<file path="config.mk">
export PLATFORM = sky130hd
export DESIGN_NAME = sa_enable_sequencer
export DESIGN_NICKNAME = d
export VERILOG_FILES = /design/src/rtl/sa_enable_sequencer.sv
export SDC_FILE = /design/constraint.sdc
export NUM_CORES = 1
export LEC_CHECK = 0
export BUFFER_PORTS_ARGS = -buffer_cell sky130_fd_sc_hd__buf_4
export CAP_MARGIN = 15
export CORE_AREA = 2 2 39 41
export CTS_CLUSTER_DIAMETER = 100
export DETAILED_ROUTE_END_ITERATION = 16
export DIE_AREA = 0 0 41 43
export PLACE_DENSITY = 0.63
export SLEW_MARGIN = 10
export SYNTH_ARGS = -nofsm -noshare
export SYNTH_HDL_FRONTEND = slang
export SYNTH_SLANG_ARGS = --single-unit
</file>
<file path="constraint.sdc">
create_clock -name clk -period 1.4 [get_ports clk]
set_input_delay 0.28 -clock clk [delete_from_list [all_inputs] [get_ports clk]]
set_output_delay 0.28 -clock clk [all_outputs]
set_load 0.01 [all_outputs]
</file>
<file path="src/rtl/sa_enable_sequencer.sv">
// -----------------------------------------------------------------------------
// sa_enable_sequencer
//
// Purpose:
//   Control-side driver for the systolic-array enable decode path. A start
//   request launches a frame that walks the step counter from 0 up to
//   LAST_STEP. For each step the block presents the reference 3-bit PE-row
//   enable pattern. Frames can be stalled or aborted, and the block reports
//   its progress with a start/busy/done handshake.
//
// Parameters:
//   CNT_W      width of the step counter and the cnt port (default 4)
//   LAST_STEP  final step index of a frame, legal range 1..8 (default 8)
//
// Ports:
//   clk         in   system clock, rising edge
//   reset_n     in   asynchronous active-low reset
//   start       in   frame request; only looked at while idle
//   stall       in   hold the current step; en forced to 000 while high
//   abort       in   synchronous abort back to idle; no done pulse
//   cnt         out  current step index (registered)
//   en          out  PE-row enable for the current step
//   step_valid  out  en carries a live step (running and not stalled)
//   busy        out  frame in progress
//   done        out  one-cycle pulse after the last step completes
//   frame_cnt   out  [7:0] completed-frame counter, wraps 255->0
//                    (present only when SA_SEQ_FRAME_CNT_EN is defined)
//
// Build option:
//   SA_SEQ_FRAME_CNT_EN  adds the frame_cnt output and its counter.
// -----------------------------------------------------------------------------
module sa_enable_sequencer #(
    parameter int CNT_W     = 4,
    parameter int LAST_STEP = 8
) (
    input  logic             clk,
    input  logic             reset_n,
    input  logic             start,
    input  logic             stall,
    input  logic             abort,
    output logic [CNT_W-1:0] cnt,
    output logic [2:0]       en,
    output logic             step_valid,
    output logic             busy,
`ifdef SA_SEQ_FRAME_CNT_EN
    output logic             done,
    output logic [7:0]       frame_cnt
`else
    output logic             done
`endif
);

    typedef enum logic [1:0] {
        IDLE = 2'd0,
        RUN  = 2'd1,
        DONE = 2'd2
    } state_t;

    localparam logic [CNT_W-1:0] LAST_IDX = CNT_W'(LAST_STEP);

    state_t state;

    // Fixed per-step enable pattern. Indices past the table give no enables.
    function automatic logic [2:0] en_lookup(input logic [CNT_W-1:0] idx);
        int unsigned i;
        logic [2:0]  pat;
        i = 32'(idx);
        case (i)
            0:       pat = 3'b111;
            1:       pat = 3'b101;
            2:       pat = 3'b010;
            3:       pat = 3'b100;
            4:       pat = 3'b010;
            5:       pat = 3'b001;
            6:       pat = 3'b110;
            7:       pat = 3'b001;
            8:       pat = 3'b111;
            default: pat = 3'b000;
        endcase
        return pat;
    endfunction

    // busy and done are registered together with the state. This keeps them
    // exactly aligned with it and glitch-free toward the top-level controller.
    always_ff @(posedge clk or negedge reset_n) begin
        if (!reset_n) begin
            state <= IDLE;
            cnt   <= '0;
            busy  <= 1'b0;
            done  <= 1'b0;
        end else if (abort) begin
            // abort outranks start and stall and never produces done
            state <= IDLE;
            cnt   <= '0;
            busy  <= 1'b0;
            done  <= 1'b0;
        end else begin
            case (state)
                IDLE: begin
                    done <= 1'b0;
                    if (start) begin
                        state <= RUN;
                        cnt   <= '0;
                        busy  <= 1'b1;
                    end
                end
                RUN: begin
                    if (!stall) begin
                        if (cnt == LAST_IDX) begin
                            state <= DONE;
                            cnt   <= '0;
                            busy  <= 1'b0;
                            done  <= 1'b1;
                        end else begin
                            cnt <= cnt + CNT_W'(1);
                        end
                    end
                end
                DONE: begin
                    // start is not queued here; it is only seen back in IDLE
                    state <= IDLE;
                    done  <= 1'b0;
                end
                default: begin
                    state <= IDLE;
                    cnt   <= '0;
                    busy  <= 1'b0;
                    done  <= 1'b0;
                end
            endcase
        end
    end

    // stall gates en in the same cycle, so the array never sees a step twice
    always_comb begin
        step_valid = (state == RUN) && !stall;
        en         = step_valid ? en_lookup(cnt) : 3'b000;
    end

`ifdef SA_SEQ_FRAME_CNT_EN
    // Counts completed frames only; an aborted frame never reaches DONE.
    always_ff @(posedge clk or negedge reset_n) begin
        if (!reset_n) begin
            frame_cnt <= 8'd0;
        end else if (done) begin
            frame_cnt <= frame_cnt + 8'd1;
        end
    end
`endif

endmodule

</file>
==> flow_metrics.py <==
metrics = {
    "place": {
        "dp_cells": 93,
        "gp_congestion": 0.7416,
        "hpwl_um": 888,
        "portBuffers": 14,
        "place_ws_ps": -37.31,
    },
    "global_route": {
        "grt_pass1_wl_mm": 2.180,
        "grt.total_usage": 0.1835,
        "gr-total-overflow": 0,
        "antenna_found_initial": 0,
        "grt_pass1_vias": 503,
        "grt_max_degree": 13,
    },
    "setup_path": {
        "slowest_stage": "dfrtp_2",
        "endpoint_kind": "output pin",
        "critPathLaunch": "cnt[0]",
        "cp_top_family": "flip-flops",
        "reg2reg_to": "busy",
        "endpoint": "en[2]",
        "crit_cells": 7,
        "ff2ff_setup_slack_ps": -180,
        "cp.required_ps": 1120,
        "cp.arrival_ps": 1380,
        "reg2reg_depth": 9,
        "max_stage_delay_ps": 420,
        "crit_chain": "inv_4 -> ha_4 -> nand2_4 -> o21ai_1 -> nor2_1 -> a211oi_2 -> buf_4",
        "path_buf_inv": 2,
        "cp-start-kind": "register",
        "worstPathMaxFanout": 3,
        "r2r-start": "cnt[0]",
        "worstSetupPathType": "reg2out",
    },
    "route": {
        "via_count": 516,
        "antenna_left": 0,
        "drt_iter0_markers": 2,
        "drtPass1Iterations": 4,
        "drc": 0,
        "routed_via_density": 5.109,
        "wirelength_mm": 1.296,
        "wire_per_inst_um": 12.83,
    },
    "die": {
        "die_w_um": 41,
        "die_area_um2": 1763,
        "die-height_um": 43,
        "ioPinCount": 15,
        "fp.coreArea_um2": 1384,
        "core.rowCount": 14,
        "start_util": 0.4051,
    },
    "final_layout": {
        "syn2layout_area_growth_pct": 54.91,
        "final_cell_count_no_fill": 101,
        "diodes": 0,
        "final_core_util": 0.6275,
        "drive_above_1_share": 0.6000,
        "nets": 95,
    },
    "pwr": {
        "p_leak_uw": 0.0004107,
        "power_density_nw_per_um2": 949.3,
        "peakVddDrop_mv": 0.6095,
    },
    "synthesis": {
        "syn_inst": 58,
        "synth_nets": 67,
        "yosysSeqAreaShare": 0.3571,
        "synth_area_um2": 560.5,
        "yosysUniqueCellTypes": 24,
        "yosys_warnings": 0,
        "synth_area_per_cell_um2": 9.664,
        "ys_ff_latch": 8,
    },
    "timing": {
        "fin_skew_ps": 4.486,
        "slew-limit-headroom": 0.7481,
        "grt_setup_unrepaired": "yes",
        "setup_violations": 10,
        "hold_viol_final": 0,
        "whs_ps": 337.6,
        "min_period_ps": 1664,
        "fin_crit_sh": 1.188,
        "worstMarginPinSlew_ps": 377.9,
        "setup_ws_ps": -263.7,
        "slew_violations": 0,
        "max_freq_mhz": 601.1,
    },
    "cts": {
        "clk_pin_slew_ps": 60,
        "cts_buffer_depth": 2,
        "clkLatencyLatePin_ps": 250,
        "cts_tree": "built",
        "cts_buffers": 3,
        "ctsRootBufferMaster": "clkbuf_4",
        "htreeDepth": 1,
        "clock_sinks": 8,
    },
    "flow_run": {
        "maxCapViolations": 0,
    },
    "run_status": {
        "outcome": "finished with violations",
        "violations": "setup timing",
    },
    "worst_hold_path": {
        "hp-class": "in2reg",
    },
}
[stage by stage]
stage / total power (uW) / setup TNS, ps / cell area [um^2]
2_1_floorplan: 456.9 / 0 / 573.1
3_3_place_gp: 576.5 / -46.37 / 738.2
3_5_place_dp: 577.8 / -88.41 / 738.2
4_1_cts: 828.7 / -1026 / 845.8
5_1_grt: 881.1 / -2425 / 868.3
6_report: 824.3 / -1615 / 868.3
[layout by cell type (no fill, tap or decap), types with 2 or more instances in the layout]
master / n
ha_1: 2
o21ai_0: 3
nand2b_1: 3
buf_4: 21
or3b_4: 2
o21a_1: 2
o21ai_1: 3
nand2b_4: 3
buf_6: 2
clkbuf_4: 3
o21ai_2: 2
nor2_1: 3
a21oi_2: 2
dfrtp_2: 3
dfrtp_1: 5
ha_4: 2
nand2_1: 5
inv_2: 2
[cell families (layout without fill, tap and decap cells)]
| family | count (synthesis) | in the layout | share of synthesized area |
|---|---|---|---|
| DFF | 8 | 8 | 0.3571 |
| and+or+nand+nor | 23 | 23 | 0.2745 |
| AOI/OAI and AO/OA | 18 | 18 | 0.2433 |
| buffers and inverters | 5 | 32 | 0.03570 |
| adders and majority gates | 4 | 4 | 0.08929 |
[cell type report]
class | count | area [um^2]
Fill cell | 123 | 515.5
Sequential cell | 8 | 203.9
Multi-Input combinational cell | 45 | 410.4
Tap cell | 16 | 20.02
Clock buffer | 4 | 26.28
Inverter | 4 | 17.52
Timing Repair Buffer | 24 | 190.2
[cell usage after synthesis (all sizes together)]
library cell | count | area, um^2
a211oi | 1 | 7.510
a21oi | 3 | 15.01
a22o | 1 | 17.52
buf | 1 | 5.000
dfrtp | 8 | 200.2
ha | 4 | 50.05
inv | 4 | 15.01
nand2 | 6 | 22.52
nand2b | 6 | 52.55
nand3 | 1 | 5.000
nand3b | 1 | 7.510
nor2 | 4 | 15.01
nor3 | 1 | 5.000
nor3b | 2 | 26.28
o211a | 1 | 10.01
o21a | 3 | 30.02
o21ai | 8 | 40.04
o41ai | 1 | 16.27
or3b | 2 | 20.02
[layer usage]
| metal | up-vias | global-route usage | wire length (um) |
|---|---|---|---|
| met5 | - | 0 | 0 |
| met1 | 248 | 0.2297 | 551 |
| met3 | 2 | 0.03141 | 47 |
| met4 | 0 | 0.1467 | 8 |
| li1 | 255 | - | - |
| met2 | 11 | 0.2625 | 688 |
[worst min path at each step]
| stage | startpoint | end | slack [ps] | cells past startpoint |
|---|---|---|---|---|
| floorplan | reset_n | busy | -20 | 0 |
| global placement | reset_n | state[0] | 100 | 1 |
| detailed placement | reset_n | state[0] | 100 | 1 |
| CTS | stall | state[1] | 320 | 3 |
| global route | stall | state[1] | 350 | 3 |
| finish | stall | state[1] | 340 | 3 |
[report_power, final]
part           switching (uW)  leakage (uW)  internal [uW]
Clock                    79.0     0.0000150            109
Sequential               19.5      0.000103            259
Combinational             171      0.000292            188
[repair_timing]
action,4_1_cts,5_1_grt
hold endpoints to repair,8,0
setup buffers,2,1
endpoints found under the setup margin,5,11
gates resized for setup,17,4
pin swaps,7,1
hold buffers,1,0
[tightest hold or removal path: stages]
cell	delay [ps]
buf_4	90
buf_4	140
nor3_2	50
[sequential cells by signal (all words and copies together) (netlist names)]
| register | cells |
|---|---|
| busy | 1 |
| done | 1 |
| state | 2 |
| cnt | 4 |
No activity file was read; power rests on OpenSTA's default activity.
